===== src/rtl/turtle_event_gen_pkg.sv =====
// Shared definitions for the turtle event generator: coordinate widths, collapsion
// FSM encodings, orientation constants and the 12-bit box helper.
package turtle_event_gen_pkg;

  localparam int COORD_W = 11;
  localparam int EDGE_W  = 12;
  localparam int CNT_W   = 16;

  localparam logic [0:0] COL_ARMED = 1'b0;
  localparam logic [0:0] COL_WAIT  = 1'b1;

  localparam logic ORIENT_RIGHT = 1'b0;
  localparam logic ORIENT_LEFT  = 1'b1;

  typedef struct packed {
    logic [EDGE_W-1:0] left;
    logic [EDGE_W-1:0] top;
    logic [EDGE_W-1:0] right;
    logic [EDGE_W-1:0] bottom;
  } box_t;

  // Edges are widened to 12 bits so x+w / y+h never wrap.
  function automatic box_t make_box(input logic [COORD_W-1:0] x,
                                    input logic [COORD_W-1:0] y,
                                    input logic [COORD_W-1:0] w,
                                    input logic [COORD_W-1:0] h);
    box_t b;
    b.left   = {1'b0, x};
    b.top    = {1'b0, y};
    b.right  = {1'b0, x} + {1'b0, w};
    b.bottom = {1'b0, y} + {1'b0, h};
    return b;
  endfunction

endpackage


===== src/rtl/turtle_event_gen_rect_overlap.sv =====
// Combinational strict box intersection on 12-bit edges; boxes that only touch
// along an edge do not overlap.
module turtle_event_gen_rect_overlap
  import turtle_event_gen_pkg::*;
(
  input  box_t a,
  input  box_t b,
  output logic hit
);

  assign hit = (a.left < b.right) && (b.left < a.right) &&
               (a.top < b.bottom) && (b.top < a.bottom);

endmodule


===== src/rtl/turtle_event_gen.sv =====
// Per-frame turtle event generator: wall collapsion FSM, stomp/side contact with
// cooldown, and walk animation toggle. Optional feature macro: TURTLE_SHELL_KICK_EN.
module turtle_event_gen
  import turtle_event_gen_pkg::*;
#(
  parameter int unsigned X_MIN        = 0,
  parameter int unsigned X_MAX        = 640,
  parameter int unsigned STOMP_MARGIN = 4,
  parameter int unsigned STOMP_CD     = 8,
  parameter int unsigned WALK_DIV     = 6,
  parameter int unsigned COL_TIMEOUT  = 4
) (
  input  logic               clk,
  input  logic               rstn,
  input  logic               frame_tick,
  input  logic               active,
  input  logic [COORD_W-1:0] turtle_x,
  input  logic [COORD_W-1:0] turtle_y,
  input  logic [COORD_W-1:0] turtle_w,
  input  logic [COORD_W-1:0] turtle_h,
  input  logic               oriental,
  input  logic               shell,
  input  logic [COORD_W-1:0] mario_x,
  input  logic [COORD_W-1:0] mario_y,
  input  logic [COORD_W-1:0] mario_w,
  input  logic [COORD_W-1:0] mario_h,
  input  logic               mario_falling,
  output logic               collapsion_impulse,
  output logic               press_impulse,
  output logic               clk_walk_anim,
  output logic               mario_hurt,
  output logic               mario_bounce,
  output logic [0:0]         dbg_col_state
);

  localparam logic [EDGE_W-1:0] X_MIN_E   = EDGE_W'(X_MIN);
  localparam logic [EDGE_W-1:0] X_MAX_E   = EDGE_W'(X_MAX);
  localparam logic [EDGE_W-1:0] MARGIN_E  = EDGE_W'(STOMP_MARGIN);
  localparam logic [CNT_W-1:0]  WALK_LAST = CNT_W'(WALK_DIV - 1);
  localparam logic [CNT_W-1:0]  COL_TO    = CNT_W'(COL_TIMEOUT);
  localparam logic [CNT_W-1:0]  CD_LOAD   = CNT_W'(STOMP_CD);

  logic [CNT_W-1:0] walk_cnt_q, walk_cnt_d;
  logic             walk_anim_q, walk_anim_d;
  logic [0:0]       col_state_q, col_state_d;
  logic             col_orient_q, col_orient_d;
  logic [CNT_W-1:0] wait_cnt_q, wait_cnt_d;
  logic             col_imp_q, col_imp_d;
  logic [CNT_W-1:0] cd_cnt_q, cd_cnt_d;
  logic             press_imp_q, press_imp_d;
  logic             hurt_q, hurt_d;
  logic             bounce_q, bounce_d;

  box_t t_box;
  box_t m_box;
  logic overlap;
  logic eval;
  logic wall_hit;
  logic stomp;
  logic side;
  logic [EDGE_W-1:0] stomp_line;
  logic [CNT_W-1:0]  wait_next;

  assign t_box = make_box(turtle_x, turtle_y, turtle_w, turtle_h);
  assign m_box = make_box(mario_x, mario_y, mario_w, mario_h);

  turtle_event_gen_rect_overlap u_overlap (
    .a   (m_box),
    .b   (t_box),
    .hit (overlap)
  );

  assign eval       = frame_tick && active;
  assign stomp_line = t_box.top + MARGIN_E;
  assign stomp      = overlap && mario_falling && (m_box.bottom <= stomp_line);
  assign side       = overlap && !stomp;
  assign wall_hit   = ((oriental == ORIENT_LEFT)  && (t_box.left  <= X_MIN_E)) ||
                      ((oriental == ORIENT_RIGHT) && (t_box.right >= X_MAX_E));
  assign wait_next  = wait_cnt_q + CNT_W'(1);

  always_comb begin
    walk_cnt_d   = walk_cnt_q;
    walk_anim_d  = walk_anim_q;
    col_state_d  = col_state_q;
    col_orient_d = col_orient_q;
    wait_cnt_d   = wait_cnt_q;
    col_imp_d    = col_imp_q;
    cd_cnt_d     = cd_cnt_q;
    press_imp_d  = press_imp_q;
    hurt_d       = 1'b0;
    bounce_d     = 1'b0;

    if (eval) begin
      if (walk_cnt_q >= WALK_LAST) begin
        walk_cnt_d  = '0;
        walk_anim_d = ~walk_anim_q;
      end else begin
        walk_cnt_d = walk_cnt_q + CNT_W'(1);
      end

      // wait_cnt counts WAIT frames including the entry frame.
      case (col_state_q)
        COL_ARMED: begin
          if (wall_hit) begin
            col_state_d  = COL_WAIT;
            col_imp_d    = ~col_imp_q;
            col_orient_d = oriental;
            wait_cnt_d   = CNT_W'(1);
          end
        end
        COL_WAIT: begin
          wait_cnt_d = wait_next;
          if ((oriental != col_orient_q) || (wait_next >= COL_TO)) begin
            col_state_d = COL_ARMED;
          end
        end
        default: col_state_d = COL_ARMED;
      endcase

      if (cd_cnt_q != '0) begin
        cd_cnt_d = cd_cnt_q - CNT_W'(1);
      end else if (stomp) begin
        press_imp_d = ~press_imp_q;
        bounce_d    = 1'b1;
        cd_cnt_d    = CD_LOAD;
      end else if (side && !shell) begin
        hurt_d   = 1'b1;
        cd_cnt_d = CD_LOAD;
      end
`ifdef TURTLE_SHELL_KICK_EN
      else if (side && shell) begin
        press_imp_d = ~press_imp_q;
        cd_cnt_d    = CD_LOAD;
      end
`else
      else begin
        cd_cnt_d = cd_cnt_q;
      end
`endif
    end
  end

  always_ff @(posedge clk) begin
    if (rstn) begin
      walk_cnt_q   <= '0;
      walk_anim_q  <= 1'b0;
      col_state_q  <= COL_ARMED;
      col_orient_q <= 1'b0;
      wait_cnt_q   <= '0;
      col_imp_q    <= 1'b0;
      cd_cnt_q     <= '0;
      press_imp_q  <= 1'b0;
      hurt_q       <= 1'b0;
      bounce_q     <= 1'b0;
    end else begin
      walk_cnt_q   <= walk_cnt_d;
      walk_anim_q  <= walk_anim_d;
      col_state_q  <= col_state_d;
      col_orient_q <= col_orient_d;
      wait_cnt_q   <= wait_cnt_d;
      col_imp_q    <= col_imp_d;
      cd_cnt_q     <= cd_cnt_d;
      press_imp_q  <= press_imp_d;
      hurt_q       <= hurt_d;
      bounce_q     <= bounce_d;
    end
  end

  assign collapsion_impulse = col_imp_q;
  assign press_impulse      = press_imp_q;
  assign clk_walk_anim      = walk_anim_q;
  assign mario_hurt         = hurt_q;
  assign mario_bounce       = bounce_q;
  assign dbg_col_state      = col_state_q;

endmodule

===== config.mk =====
export PLATFORM = sky130hd
export DESIGN_NAME = turtle_event_gen
export DESIGN_NICKNAME = d
export VERILOG_FILES = /design/src/rtl/turtle_event_gen_pkg.sv /design/src/rtl/turtle_event_gen_rect_overlap.sv /design/src/rtl/turtle_event_gen.sv
export SDC_FILE = /design/constraint.sdc
export NUM_CORES = 1
export LEC_CHECK = 0
export ABC_AREA = 1
export BUFFER_PORTS_ARGS = -buffer_cell sky130_fd_sc_hd__buf_2
export CAP_MARGIN = 15
export CELL_PAD_IN_SITES_DETAIL_PLACEMENT = 1
export CELL_PAD_IN_SITES_GLOBAL_PLACEMENT = 1
export CORE_UTILIZATION = 45
export CTS_CLUSTER_SIZE = 16
export DETAILED_ROUTE_END_ITERATION = 8
export GPL_ROUTABILITY_DRIVEN = 0
export MAX_ROUTING_LAYER = met4
export PLACE_DENSITY = 0.87
export SETUP_SLACK_MARGIN = 0.1
export SLEW_MARGIN = 10
export SYNTH_ARGS = -nofsm -noshare
export SYNTH_HDL_FRONTEND = slang
export SYNTH_SLANG_ARGS = --single-unit

===== constraint.sdc =====
create_clock -name clk -period 8.97 [get_ports clk]
set_input_delay 0.897 -clock clk [delete_from_list [all_inputs] [get_ports clk]]
set_output_delay 0.897 -clock clk [all_outputs]
set_load 0.01 [all_outputs]

Word-level counts from Yosys, hierarchy flattened --
Cells that the tools add are included.
Cells by class: add/subtract/negate cells 8, order comparisons 9, equal/unequal tests 2, mux-type cells 11, bitwise logic cells 7, reductions and logical operators 23
Operators with widths (count):
- $mux W16 | 5
- $add A11 B11 Y12 | 4
- $lt A11 B12 Y1 | 4
- $add A16 B1 Y16 const B | 2
- $ge A16 B3 Y1 const B | 2
- $pmux W16 S2 | 1
- $reduce_bool A16 Y1 | 1
- $sub A16 B1 Y16 const B | 1
- $add A11 B3 Y12 const B | 1
- $ge A12 B10 Y1 const B | 1
- $le A12 B12 Y1 | 1
- $le A11 B1 Y1 const B | 1
- $logic_and A1 B1 Y1 | 10
- $not A1 Y1 | 7
- $reduce_and A2 Y1 | 3
- $reduce_and A3 Y1 | 2
- $mux W1 | 4
- $reduce_or A4 Y1 | 1
- $reduce_bool A3 Y1 | 1
- $reduce_or A3 Y1 | 1
- $logic_not A1 Y1 | 2
- $logic_or A1 B1 Y1 | 2
- $ne A2 B2 Y1 const B | 1
- $pmux W1 S2 | 1
- $ne A1 B1 Y1 | 1
Word-level totals: register bits after elaboration 55, output and inout port bits 6, logic and storage cells 70

Logic depth before layout (Yosys ltp) --
Gate-level depths: netlist of the first run.
word-level depth 13, mapped depth 26, mapped depth without buffers 26

Hierarchy --
Synthesis of the first run repeated with hierarchy kept, for this count alone.
Second synthesis, totals: cell total of the unflattened synthesis 1024, area total of the unflattened synthesis 6608.8 um^2
Modules (own cells, without submodules):
- turtle_event_gen | times used 1, cells each 800, area an instance 5342.6 um^2
- turtle_event_gen_rect_overlap | times used 1, cells each 224, area an instance 1266.2 um^2

Least setup slack after synthesis of the first run --
Ideal clock, no wire load.
kind input -> register, start input mario_y[0], end register cd_cnt_q[10], arrival 4.090 ns, data required time 8.855 ns, slack 4.765 ns, stages 24, path buffers 1, path through ha_1 inv_1 fa_1 nand3b_1 nand2_1 a21oi_1 o21bai_1 a21oi_1 o21ai_0 nand2_1 nand2_1 a21oi_1 xnor2_1 ha_1 nand4_1 nor3_1 nand4_1 a21boi_0 nor2_1 nand3_2 nand3_4 buf_6 a21oi_1 nor2_1
On the way: cells in the longest elaborated chain, start to end 10, elaborated cells on any way between the ends 15
RTL lines:
- start: declaration | RTL line turtle_event_gen.sv:24 | input logic [COORD_W-1:0] mario_y,
- $add A11 B11 Y12 / $lt A11 B12 Y1 (equally long branches) | RTL line turtle_event_gen_pkg.sv:31, turtle_event_gen_rect_overlap.sv:12
- $lt A11 B12 Y1 / $logic_and A1 B1 Y1 (equally long branches) | RTL line turtle_event_gen_rect_overlap.sv:12, turtle_event_gen_rect_overlap.sv:11
- $logic_and A1 B1 Y1 | RTL line turtle_event_gen_rect_overlap.sv:12 | (a.top < b.bottom) && (b.top < a.bottom);
- $logic_and A1 B1 Y1 (2 in series) | RTL line turtle_event_gen.sv:75 | assign stomp = overlap && mario_falling && (m_box.bottom <= stomp_line);
- $logic_not A1 Y1 | RTL line turtle_event_gen.sv:76 | assign side = overlap && !stomp;
- $logic_and A1 B1 Y1 | RTL line turtle_event_gen.sv:76
- $logic_and A1 B1 Y1 | RTL line turtle_event_gen.sv:126 | end else if (side && !shell) begin
- $reduce_bool A3 Y1 (no line)
- $reduce_and A2 Y1 (no line)
- end signal: assignment | RTL line turtle_event_gen.sv:162 | cd_cnt_q <= cd_cnt_d;
- end: declaration | RTL line turtle_event_gen.sv:49 | logic [CNT_W-1:0] cd_cnt_q, cd_cnt_d;
Parallel ways exist; a longest one is shown, timed or not. A chain may end at the register's enable or synchronous reset.

Worst setup path after layout of the first run --
start input mario_y[0], end register cd_cnt_q[6]
Same word-level chain as after synthesis.

==> results of run 1 <==
[tightest hold or removal path, delay by kind of cell, from the launching register on]
kind | cells | cell delay [ns]
flip-flops | 1 | 0.32
AND/OR/NAND/NOR | 2 | 0.09
[kinds of logic (layout without fill, tap and decap cells)]
logic type | after synthesis | after routing
DFF | 55 | 55
and+or+nand+nor | 440 | 440
xor gates and xnor gates | 64 | 64
buffers and inverters | 127 | 220
AOI/OAI and AO/OA | 127 | 127
adders and majority gates | 108 | 108
[metrics by stage]
stage	setup WS [ns]	hold slack, ns	instances	area, um^2
2_1_floorplan	4.76	0.419	921	6180
3_3_place_gp	4.22	0.426	1182	6810
3_5_place_dp	3.95	0.435	1182	6810
4_1_cts	4.22	0.448	1190	6970
5_1_grt	3.81	0.466	1190	6970
6_report	4.20	0.444	1190	6970
[layout make-up]
type | count | area, um^2
Inverter | 112 | 420
Timing Repair Buffer | 100 | 500
Sequential cell | 55 | 1100
Fill cell | 1880 | 6380
Multi-Input combinational cell | 739 | 4570
Tap cell | 176 | 220
Clock inverter | 3 | 27.5
Clock buffer | 5 | 125
[layer usage]
metal  track usage (%)  routed length (um)  up-vias
li1                  -                   -     3201
met3              2.30                 396       20
met4              3.80                 195        0
met2              44.9                8220       85
met1              27.9                7520     2868
met5                 -                   0        -
[path summary, 6_finish.rpt]
path	endpoint	slack [ns]
worst max-delay path	cd_cnt_q[6]	4.20
worst min-delay path	walk_cnt_q[10]	0.44
worst max register to register	press_impulse	6.50
worst min register to register	walk_cnt_q[10]	0.44
[synthesized netlist by cell type, types with 2 or more instances]
cell	instances
nor2_1	91
or2_2	8
a21oi_1	82
nand3_2	4
nand2_1	225
a31oi_1	6
nor2_2	6
buf_2	3
nand4_1	19
nand2_2	4
inv_1	110
ha_1	104
inv_2	2
o21a_1	4
nand3b_1	3
nor3_1	10
nand3_1	54
buf_6	4
fa_1	4
a21oi_2	3
a21o_1	5
nor4_1	9
o21ai_0	17
clkbuf_1	7
xor2_1	43
dfxtp_1	55
nor3_2	2
xnor2_1	21
o21bai_1	6
[power by group]
group	switching (mW)	total (mW)	leakage, nW	internal, mW
combinational	0.249	0.417	3.04	0.168
clock	0.0954	0.202	0.0719	0.106
sequential	0.0115	0.265	0.447	0.254
total	0.356	0.884	3.56	0.528
[sequential cells by signal, indices dropped and copies added, names as in the netlist]
name                flops
cd_cnt_q               16
clk_walk_anim           1
col_orient_q            1
collapsion_impulse      1
dbg_col_state           1
mario_bounce            1
mario_hurt              1
press_impulse           1
wait_cnt_q             16
walk_cnt_q             16
==> flow_summary.yaml, run 1 <==
route:
  ant_nets: 0
  drt_first_iter_violations: 235
  via_per_inst: 5.19
  via_count: 6174
  drc_errors: 0
  wl_per_cell_um: 13.7
  routed_wl_um: 16300
  first_pass_iters: 4
floorplan:
  pin_count: 101
  die_area_um2: 14200
  initial_utilization_pct: 46.3
  floorplan.die.height_um: 119
  die_w_um: 119
  fp.coreArea_um2: 13300
  num_rows: 42
yosys:
  ys_seq_area_share_pct: 17.8
  synth_top_family_by_area: "simple AND/OR/NAND/NOR gates"
  synthXorXnorAreaFrac_pct: 9.07
  synth_compound_area_share_pct: 11.4
  ys_ff_latch: 55
  synthSimpleGateAreaFrac_pct: 31.1
  syn_nets: 1124
  synth.mux.area_fraction_pct: 0
  synth-adder-area-share_pct: 22.3
  synth_cells: 921
  synth_ff_type: "dfxtp_1"
  synth_area_per_cell_um2: 6.71
  async_flop_share_pct: 0
  synth_cell_types: 39
  synth.largest_area_cell: "ha_1"
  synthesis.area_um2: 6180
  yosysTopAreaCellShare_pct: 21.0
  ys_warn_count: 0
  synth_edf_count: 0
  yosys-top-cells-area: "ha_1, dfxtp_1, nand2_1"
global_route:
  antenna_found_initial: 0
  first_global_vias: 6214
  grtUsageTotal_pct: 24.0
  overflow: 0
  grt_pass1_wl_um: 27500
  grt_max_degree: 38
cells_and_area:
  drive_above_1_share_pct: 13.7
  syn2layout_area_growth_pct: 12.7
  final_common_cell: "nand2_1"
  antenna-diode-count: 0
  final_nets: 1216
  post-route-util_pct: 52.2
  layout_common_cells: "nand2_1, inv_1, ha_1"
place:
  dp_hpwl_um: 13800
  portBuffers: 100
pwr:
  ir_drop_mv: 0.0975
  p_per_area_nw_per_um2: 127
  fin_total_pwr_mw: 0.884
  leakage_nw: 3.56
worst_setup_path:
  crit_path_frequent_cell: "a21oi_1"
  crit_buf_inv: 2
  crit_type: "primary input to flop"
  crit_start: "mario_y[0]"
  cpLargestDelayFamily: "simple AND/OR/NAND/NOR gates"
  startpoint_type: "primary input"
  arrival_ns: 4.94
  path_depth: 24
  critPathMaxStageDelay_ns: 0.42
  rr_worst_depth: 11
  cp_slowest_cell: "fa_1"
  cp_data_required_time_ns: 9.15
  crit_chain: "buf_2 -> ha_1 -> inv_1 -> fa_1 -> nand3b_1 -> nand2_1 -> a21oi_1 -> o21bai_1 -> a21oi_1 -> o21ai_0 -> nand2_1 -> nand2_1 -> a21oi_1 -> xnor2_1 -> ha_1 -> nand4_1 -> nor3_1 -> nand4_1 -> a21boi_0 -> nor2_1 -> nand3_2 -> nand3_4 -> a21oi_1 -> nor2_1"
  r2r-start: "cd_cnt_q[0]"
  crit_fanout: 31
  setup.worst_path.end_class: "flop"
clock_network:
  clk_latency_ns: 0.30
  clock-root-buffer: "clkbuf_16"
  cts_setup_buffers: 0
  cts_num_sinks: 55
  path_clk_slew_ns: 0.08
  cts_hold_buf: 0
  htreeDepth: 2
  clockBufferDepth: 2
  cts_buffers: 5
  cts_tree: "done"
  ctsResizeCount: 0
timing:
  hold_viol_final: 0
  slew_headroom_pct: 51.2
  setup_tns_ns: 0
  finalSetupViolCount: 0
  fin_crit_ns: 4.77
  finalClockSkew_ns: 0.0116
  finalMaxSlewViolations: 0
  rsz0062_at_grt: "false"
  fmax_mhz: 210
  final.period_utilization_pct: 53.1
  worstMarginPinSlew_ns: 0.731
min_path:
  worstHoldPathCells: 2
  hold_start: "walk_cnt_q[10]"
  holdCritPathClass: "flop to flop"
flow_run:
  maxCapViolCount: 0
outcome:
  status: "completed"
Power figures use the tool's default switching activity.
==> run 2: changes to the inputs <==
CORE_UTILIZATION = 37   (was 45)
PLACE_DENSITY = 0.77   (was 0.87)
clock period = 4.2 ns   (was 8.97 ns; I/O delays follow)
==> run 2 against run 1 <==
  * Final cell count increased by 3.9%
  * Final area increased by 3.3%
  * Clock-buffer cell count unchanged
  * Total power increased by 120%
  * Sequential share of layout area decreased by 0.50 points
  * Largest cell class unchanged
  * Largest power group unchanged
==> flow_summary.yaml, run 2 (same netlist as run 1, synthesis figures left out) <==
global_route:
  grt_max_degree: 38
  grt_pass1_wl_um: 28700
  antenna_found_initial: 0
  overflow: 0
  first_global_vias: 6276
  grtUsageTotal_pct: 20.3
worst_setup_path:
  worstSetupEndpoint: "cd_cnt_q[1]"
  crit_start: "mario_h[0]"
  crit_type: "primary input to flop"
  cp_slowest_cell: "fa_2"
  rrSetupSlack_ns: 1.77
  startpoint_type: "primary input"
  setup.worst_path.end_class: "flop"
  crit_path_frequent_cell: "nand2_1"
  cpLargestDelayFamily: "simple AND/OR/NAND/NOR gates"
  cp_data_required_time_ns: 4.40
  arrival_ns: 4.10
  critPathMaxStageDelay_ns: 0.36
  path_depth: 26
  rr_worst_depth: 11
  r2r-start: "cd_cnt_q[0]"
  crit_buf_inv: 2
  crit_fanout: 8
  r2r-end: "press_impulse"
floorplan:
  die_w_um: 131
  num_rows: 46
  fp.coreArea_um2: 16100
  die_area_um2: 17200
  initial_utilization_pct: 38.4
  floorplan.die.height_um: 131
  pin_count: 101
route:
  via_per_inst: 4.97
  ant_nets: 0
  drc_errors: 0
  via_count: 6137
  drt_first_iter_violations: 190
  routed_wl_um: 16900
  first_pass_iters: 4
  wl_per_cell_um: 13.7
cells_and_area:
  regArea_um2: 1100
  nFillCells: 2182
  final_nets: 1222
  final_common_cell: "nand2_1"
  reg.largest.list: "cd_cnt_q: 16 flops, wait_cnt_q: 16 flops, walk_cnt_q: 16 flops"
  syn2layout_area_growth_pct: 16.3
  drive_above_1_share_pct: 15.3
  layout_common_cells: "nand2_1, inv_1, ha_1"
  multiInputGateArea_um2: 4690
  antenna-diode-count: 0
  post-route-util_pct: 44.6
timing:
  slew_headroom_pct: 50.6
  fmax_mhz: 256
  fin_crit_ns: 3.90
  rsz0062_at_grt: "false"
  finalSetupViolCount: 0
  worstMarginPinSlew_ns: 0.740
  finalClockSkew_ns: 0.00256
  final.period_utilization_pct: 92.9
  finalMaxSlewViolations: 0
  hold_viol_final: 0
clock_network:
  cts_num_sinks: 55
  cts_buffers: 5
  clock-root-buffer: "clkbuf_16"
  cts_tree: "done"
  htreeDepth: 2
  clockBufferDepth: 2
  path_clk_slew_ns: 0.07
  cts_hold_buf: 0
  clk_latency_ns: 0.30
min_path:
  holdCritPathClass: "primary input to flop"
place:
  portBuffers: 100
  dp_hpwl_um: 13600
flow_run:
  maxCapViolCount: 0
pwr:
  leakage_nw: 3.61
  fin_total_pwr_mw: 1.99
  p_per_area_nw_per_um2: 276
  ir_drop_mv: 0.151
outcome:
  status: "completed"
[run 2: worst min-delay path by stage]
| stage | start | to | slack, ns | depth (start not counted) |
|---|---|---|---|---|
| 2_1_floorplan | walk_cnt_q[12] | walk_cnt_q[12] | 0.42 | 2 |
| 3_3_place_gp | walk_cnt_q[14] | walk_cnt_q[14] | 0.43 | 2 |
| 3_5_place_dp | walk_cnt_q[14] | walk_cnt_q[14] | 0.43 | 2 |
| 4_1_cts | oriental | col_orient_q | 0.44 | 3 |
| 5_1_grt | oriental | col_orient_q | 0.45 | 3 |
| 6_report | oriental | col_orient_q | 0.44 | 3 |
[run 2: tightest hold or removal path, delay by kind of cell]
family	cells	cell delay [ns]
buffers and inverters	1	0.13
AO/OA/AOI/OAI	1	0.06
AND/OR/NAND/NOR	1	0.08
[run 2: what timing repair did]
action	in CTS	in global routing
cloned	2	1
setup endpoints to repair	16	17
pin swaps	1	22
resized for setup	2	22
setup buffers	0	2
[run 2: power by group]
group,internal [mW],switching [mW],total [mW]
Clock,0.285,0.210,0.495
Combinational,0.375,0.550,0.925
Sequential,0.542,0.0251,0.567
Total,1.20,0.785,1.99
[run 2: final cells by class]
type	count	share of cell area (%)
Clock buffer	5	1.74
Clock inverter	3	0.661
Inverter	112	5.84
Multi-Input combinational cell	742	65.3
Sequential cell	55	15.3
Tap cell	216	3.76
Timing Repair Buffer	103	7.44
[run 2: metrics by stage]
step | std cells | TNS (ns) | instance area [um^2] | setup slack [ns] | hold WS, ns
after floorplan | 921 | 0 | 6180 | 0.472 | 0.419
after global placement | 1223 | -0.175 | 6870 | -0.0680 | 0.426
after detailed placement | 1223 | -4.86 | 6870 | -0.364 | 0.432
after CTS | 1233 | 0 | 7070 | 0.104 | 0.441
after global routing | 1236 | 0 | 7190 | 0.0632 | 0.450
final | 1236 | 0 | 7190 | 0.300 | 0.439
[run 2: metal layers]
layer | part of all wire [%] | GRT usage (%) | routed length, um
met1 | 47 | 24.5 | 7880
met2 | 50 | 36.9 | 8490
met3 | 2.1 | 1.93 | 352
met4 | 0.89 | 3.29 | 150
met5 | 0 | - | 0
